<file path="src/rtl/tpu_pkg.sv">
// Shared constants and FSM encoding for the TPU output stage (argmax classifier).
// Optional build macro used by the classifier: ARGMAX_SECOND_BEST_EN.
package tpu_pkg;

    localparam int NUM_CLASSES = 10;
    localparam int SCORE_W     = 8;
    localparam int IDX_W       = 4;

    typedef enum logic [1:0] {
        IDLE = 2'b00,
        SCAN = 2'b01,
        DONE = 2'b10
    } state_t;

endpackage

</file>
<file path="src/rtl/float8_gt.sv">
// Strict greater-than for sign-magnitude Float8 scores; +0 and -0 compare equal.
// Bit W-1 is the sign, bits [W-2:0] the magnitude (exponent above mantissa).
module float8_gt #(
    parameter int W = tpu_pkg::SCORE_W
) (
    input  logic [W-1:0] a,
    input  logic [W-1:0] b,
    output logic         gt
);

    logic a_zero;
    logic b_zero;
    logic a_neg;
    logic b_neg;

    // A zero magnitude counts as non-negative whatever its sign bit says.
    assign a_zero = (a[W-2:0] == '0);
    assign b_zero = (b[W-2:0] == '0);
    assign a_neg  = a[W-1] & ~a_zero;
    assign b_neg  = b[W-1] & ~b_zero;

    always_comb begin
        // NOTE: assign a default first so no path through the block leaves gt unassigned (no latch).
        gt = 1'b0;
        if (!a_neg && b_neg) begin
            gt = 1'b1;
        end else if (!a_neg && !b_neg) begin
            gt = (a[W-2:0] > b[W-2:0]);
        end else if (a_neg && b_neg) begin
            gt = (a[W-2:0] < b[W-2:0]);
        end
    end

endmodule

</file>
<file path="src/rtl/argmax_classifier.sv">
// Sequential argmax over NUM_CLASSES Float8 scores, one comparison per cycle.
// Define ARGMAX_SECOND_BEST_EN to add the runner-up index output second_digit.
module argmax_classifier #(
    parameter int NUM_CLASSES = tpu_pkg::NUM_CLASSES,
    parameter int SCORE_W     = tpu_pkg::SCORE_W
) (
    input  logic                           clk,
    input  logic                           iRst_n,
    input  logic                           ena,
    input  logic                           start,
    input  logic [NUM_CLASSES*SCORE_W-1:0] scores,
    input  logic                           overflow_in,
    output logic [tpu_pkg::IDX_W-1:0]      digit,
    output logic [SCORE_W-1:0]             max_score,
    output logic                           busy,
    output logic                           done,
    output logic                           overflow
`ifdef ARGMAX_SECOND_BEST_EN
    ,
    output logic [tpu_pkg::IDX_W-1:0]      second_digit
`endif
);

    localparam int IDX_W = tpu_pkg::IDX_W;
    // idx reaching this value means every class has been compared.
    localparam logic [IDX_W-1:0] LAST_IDX = IDX_W'(NUM_CLASSES);

    tpu_pkg::state_t    state_q;
    logic [IDX_W-1:0]   idx_q;
    logic [SCORE_W-1:0] best_q;
    logic [IDX_W-1:0]   best_idx_q;
    logic               ovf_q;
    logic [SCORE_W-1:0] score_q [NUM_CLASSES];
    logic [SCORE_W-1:0] cur_score;
    logic               cur_gt_best;

`ifdef ARGMAX_SECOND_BEST_EN
    logic [SCORE_W-1:0] sec_q;
    logic [IDX_W-1:0]   sec_idx_q;
    logic               sec_valid_q;
    logic               cur_gt_sec;
`endif

    // NOTE: the captured score bank is pure datapath, always written before it is read, so it has no reset.
    always_ff @(posedge clk) begin
        if (ena && state_q == tpu_pkg::IDLE && start) begin
            for (int k = 0; k < NUM_CLASSES; k++) begin
                score_q[k] <= scores[k*SCORE_W +: SCORE_W];
            end
        end
    end

    always_comb begin
        cur_score = '0;
        if (idx_q < LAST_IDX) begin
            cur_score = score_q[idx_q];
        end
    end

    float8_gt #(.W(SCORE_W)) u_gt_best (
        .a  (cur_score),
        .b  (best_q),
        .gt (cur_gt_best)
    );

`ifdef ARGMAX_SECOND_BEST_EN
    float8_gt #(.W(SCORE_W)) u_gt_sec (
        .a  (cur_score),
        .b  (sec_q),
        .gt (cur_gt_sec)
    );
`endif

    // NOTE: sequential state uses non-blocking assignments so every register samples pre-edge values.
    always_ff @(posedge clk or negedge iRst_n) begin
        if (!iRst_n) begin
            state_q      <= tpu_pkg::IDLE;
            idx_q        <= '0;
            best_q       <= '0;
            best_idx_q   <= '0;
            ovf_q        <= 1'b0;
            digit        <= '0;
            max_score    <= '0;
            busy         <= 1'b0;
            done         <= 1'b0;
            overflow     <= 1'b0;
`ifdef ARGMAX_SECOND_BEST_EN
            sec_q        <= '0;
            sec_idx_q    <= '1;
            sec_valid_q  <= 1'b0;
            second_digit <= '1;
`endif
        end else if (ena) begin
            case (state_q)
                tpu_pkg::IDLE: begin
                    if (start) begin
                        best_q      <= scores[SCORE_W-1:0];
                        best_idx_q  <= '0;
                        idx_q       <= IDX_W'(1);
                        ovf_q       <= overflow_in;
                        busy        <= 1'b1;
                        state_q     <= tpu_pkg::SCAN;
`ifdef ARGMAX_SECOND_BEST_EN
                        sec_valid_q <= 1'b0;
                        sec_idx_q   <= '1;
`endif
                    end
                end

                tpu_pkg::SCAN: begin
                    if (idx_q == LAST_IDX) begin
                        state_q      <= tpu_pkg::DONE;
                        busy         <= 1'b0;
                        done         <= 1'b1;
                        digit        <= best_idx_q;
                        max_score    <= best_q;
                        overflow     <= ovf_q;
`ifdef ARGMAX_SECOND_BEST_EN
                        second_digit <= sec_idx_q;
`endif
                    end else begin
                        idx_q <= idx_q + 1'b1;
                        // Strictly greater only: ties leave the lower index in place.
                        if (cur_gt_best) begin
                            best_q      <= cur_score;
                            best_idx_q  <= idx_q;
`ifdef ARGMAX_SECOND_BEST_EN
                            sec_q       <= best_q;
                            sec_idx_q   <= best_idx_q;
                            sec_valid_q <= 1'b1;
`endif
                        end
`ifdef ARGMAX_SECOND_BEST_EN
                        else if (!sec_valid_q || cur_gt_sec) begin
                            sec_q       <= cur_score;
                            sec_idx_q   <= idx_q;
                            sec_valid_q <= 1'b1;
                        end
`endif
                    end
                end

                tpu_pkg::DONE: begin
                    done    <= 1'b0;
                    idx_q   <= '0;
                    state_q <= tpu_pkg::IDLE;
                end

                default: begin
                    state_q <= tpu_pkg::IDLE;
                end
            endcase
        end
    end

endmodule

</file>
<file path="config.mk">
export PLATFORM = sky130hd
export DESIGN_NAME = argmax_classifier
export DESIGN_NICKNAME = d
export VERILOG_FILES = /design/src/rtl/tpu_pkg.sv /design/src/rtl/float8_gt.sv /design/src/rtl/argmax_classifier.sv
export SDC_FILE = /design/constraint.sdc
export NUM_CORES = 1
export LEC_CHECK = 0
export BUFFER_PORTS_ARGS = -buffer_cell sky130_fd_sc_hd__buf_2
export CAP_MARGIN = 20
export CORE_AREA = 2 2 165 127
export CTS_CLUSTER_SIZE = 28
export DETAILED_ROUTE_END_ITERATION = 8
export DIE_AREA = 0 0 167 129
export PLACE_DENSITY = 0.53
export SYNTH_ARGS = -nofsm -noshare
export SYNTH_HDL_FRONTEND = slang
export SYNTH_SLANG_ARGS = --single-unit
</file>
<file path="constraint.sdc">
create_clock -name clk -period 5.12 [get_ports clk]
set_clock_uncertainty 0.1 [all_clocks]
set_input_delay 1.024 -clock clk [delete_from_list [all_inputs] [get_ports clk]]
set_output_delay 1.024 -clock clk [all_outputs]
set_load 0.005 [all_outputs]
</file>
==> flow_summary.toml <==
[logic_synthesis]
synth-edff-count = 80
async_reset_ff_frac = 0.2982
ys.flop_type = "edfxtp_1"
synth_cell_type_count = 46
synth.avg_cell_area_um2 = 14.49
seq_area_frac_synth = 0.6643
yosys_warnings = 0
synth_fp_nets = 436
ys_ff_latch = 114
postSynthCellCount = 338
synth_area_um2 = 4897

[pwr]
p_seq_frac = 0.379
switching_share = 0.3017
vdd_drop_max_mv = 0.1914
power_frac_clock = 0.354
power_frac_comb = 0.267
p_int_uw = 2251
powerDensity_nw_per_um2 = 518.7
p_leak_uw = 0.002556
switching_power_uw = 972.7

[placed_design]
dpl.cell_count = 680
placed_area_um2 = 5613
hpwl_um = 8276
gp_congestion = 0.7584
port_buffers = 99

[cts]
holdBufCountCts = 0
postCtsSetupBuffers = 0
cts_tree = "built"
cts_root_buf = "clkbuf_16"
path_clk_slew_ns = 0.05
clk_latency_ns = 0.41
clock_sinks = 114
cts_max_path_buffers = 2
htree_levels = 4
cts_buffers = 17
post_cts_resized = 0

[worst_setup_path]
critPathMaxFanout = 32
critical_path.startpoint_type = "register"
cp-end-kind = "register"
cp.required_ns = 5.31
critPathMaxStageDelay_ns = 0.57
crit_arrival_ns = 4.50
critPathKind = "register to register"
worstPathCellList = "buf_4, mux2i_1, o22ai_1, nor2_1, o22ai_1, ha_1, a21oi_1, a21oi_1, a2111oi_0, o41ai_1, a22o_1, a41o_2, mux2_1"
crit_path_top_delay_cell = "dfrtp_2"

[timing]
hold_viol = 0
setup_viol = 0
rsz0062_at_grt = "no"
fmax_mhz = 232.2
timing.final.crit_period_ns = 4.306
maxSlewHeadroom = 0.3508
tns_ns = 0
worstMarginPinSlew_ns = 0.9739
fin_crit_sh = 0.8410
drv_slew = 0

[die]
coreArea_um2 = 19880
num_rows = 45
dieArea_um2 = 21540
ioPinCount = 100
die_w_um = 167
die_h_um = 129
start_util = 0.2464

[final_layout]
design_area_um2 = 6215
drive_gt1_frac = 0.3209
final_nets = 540
area_growth_pct = 26.90
stdcell_count = 713
antenna_cells = 0
num-fill-cells = 1966

[routing]
wl_per_cell_um = 16.22
postRouteAntennaNets = 0
drtIter0Drc = 150
drcViolationCount = 0
detail_route.first_pass.iterations = 4
vias = 3103
routed_via_density = 4.352
drt-total-wl_um = 11570

[global_route]
met2_usage = 0.1704
grt_pass1_vias = 3316
gr-max-usage-layer = "met2"
antenna_found_initial = 0
grt_overflow = 0
grt_util_met3 = 0.03045
grt_pass1_wl_um = 17930
grt_start_max_net_pins = 84
met1_usage = 0.1501
grtUsageTotal = 0.1104

[flow_run]
cap_violations = 0

[hold_path]
hp-class = "register to register"

[run_status]
outcome = "finished clean"
==> synth_stat cells (2+ instances only) <==
library cell	n	area share
a21oi_1	8	0.0082
buf_12	2	0.0082
buf_2	4	0.0041
buf_6	3	0.0069
clkbuf_1	7	0.0054
dfrtp_1	34	0.17
edfxtp_1	80	0.49
ha_1	13	0.033
inv_1	17	0.013
mux2_1	3	0.0069
mux2_2	6	0.014
mux2i_1	45	0.092
mux4_2	4	0.018
nand2_1	25	0.019
nand2b_1	2	0.0026
nand3_1	5	0.0051
nand3b_1	2	0.0031
nor2_1	17	0.013
o21ai_0	16	0.016
o21ai_1	2	0.0020
o22ai_1	17	0.022
o31ai_1	2	0.0031
==> flip-flops by register name, summed over array words and instances (netlist names) <==
signal	flops
best_idx_q	4
busy	1
score_q	80
best_q	8
digit	4
ovf_q	1
idx_q	4
state_q	2
overflow	1
max_score	8
done	1
==> area by class of cell <==
cell class | count | area (um^2) | share of cell area
inverters | 17 | 63.81 | 0.01027
flip-flops and latches | 114 | 3254 | 0.5237
repair buffers | 102 | 538.0 | 0.08657
clock inverters | 11 | 113.9 | 0.01832
multi-input cells | 190 | 1461 | 0.2352
well taps | 258 | 322.8 | 0.05194
clock buffers | 21 | 460.4 | 0.07409
==> kinds of logic after synthesis <==
logic type      after synthesis  synth area share
compound gates               56           0.07307
buf+inv                      34           0.03832
simple gates                 63           0.06004
fa+ha+maj                    13           0.03321
flops                       114            0.6643
mux                          58            0.1311
==> critical path: cells and delay by family, from the launching register on <==
family / cells / cell delay, ns
AO/OA/AOI/OAI: 8 / 2.07
buffers and inverters: 1 / 0.50
AND/OR/NAND/NOR: 1 / 0.06
flip-flops: 1 / 0.57
multiplexers: 2 / 0.50
adder cells (fa/ha/maj): 1 / 0.33
==> power groups by stage <==
stage               Sequential [uW]  Clock (uW)  Combinational [uW]
global placement               1240           0                 832
CTS                            1230        1170                 862
floorplan                      1210           0                 699
finish                         1220        1140                 859
detailed placement             1240           0                 858
global route                   1240        1210                 958
==> metrics by stage <==
step,hold WS (ns),utilization,power (uW),worst slack [ns]
after floorplan,0.3705,-,1910,0.9770
after global placement,0.3708,0.2824,2072,1.064
after detailed placement,0.3678,0.2824,2100,0.8193
after CTS,0.3799,0.3113,3253,0.8205
after global routing,0.4038,0.3127,3401,0.4545
final,0.3757,0.3127,3224,0.8143
==> layer usage <==
| metal | wire, um | part of all wire | vias up |
|---|---|---|---|
| li1 | - | - | 1481 |
| met1 | 5610 | 0.48 | 1517 |
| met2 | 5334 | 0.46 | 91 |
| met3 | 512 | 0.044 | 14 |
| met4 | 111 | 0.0096 | 0 |
| met5 | 0 | 0 | - |
==> path summary, 6_finish.rpt <==
path,cells past startpoint,slack [ns],end,from
min in group asynchronous,1,0.60,done$_DFFE_PN0P_,iRst_n
worst max-delay path,13,0.81,best_q[0]$_DFFE_PN0P_,idx_q[0]$_DFFE_PN0P_
worst max register to register,13,0.81,best_q[0]$_DFFE_PN0P_,idx_q[0]$_DFFE_PN0P_
max in group asynchronous,1,3.76,idx_q[0]$_DFFE_PN0P_,iRst_n
worst min-delay path,2,0.38,max_score[2]$_DFFE_PN0P_,max_score[2]$_DFFE_PN0P_
worst min register to register,2,0.38,max_score[2]$_DFFE_PN0P_,max_score[2]$_DFFE_PN0P_
==> placed cells by master (no fill, tap or decap), drive strengths merged, types with 2 or more instances in the layout <==
master	instances
nand2	25
mux2i	45
buf	102
nand3	5
dfrtp	34
o21ai	18
clkinv	6
o41ai	2
nand2b	2
or2	2
mux4	4
clkbuf	21
clkinvlp	3
o31ai	2
ha	13
a21oi	8
mux2	9
inv	17
edfxtp	80
nand3b	2
o22ai	18
nor2	17
bufinv	2
Power figures use the tool's default switching activity.
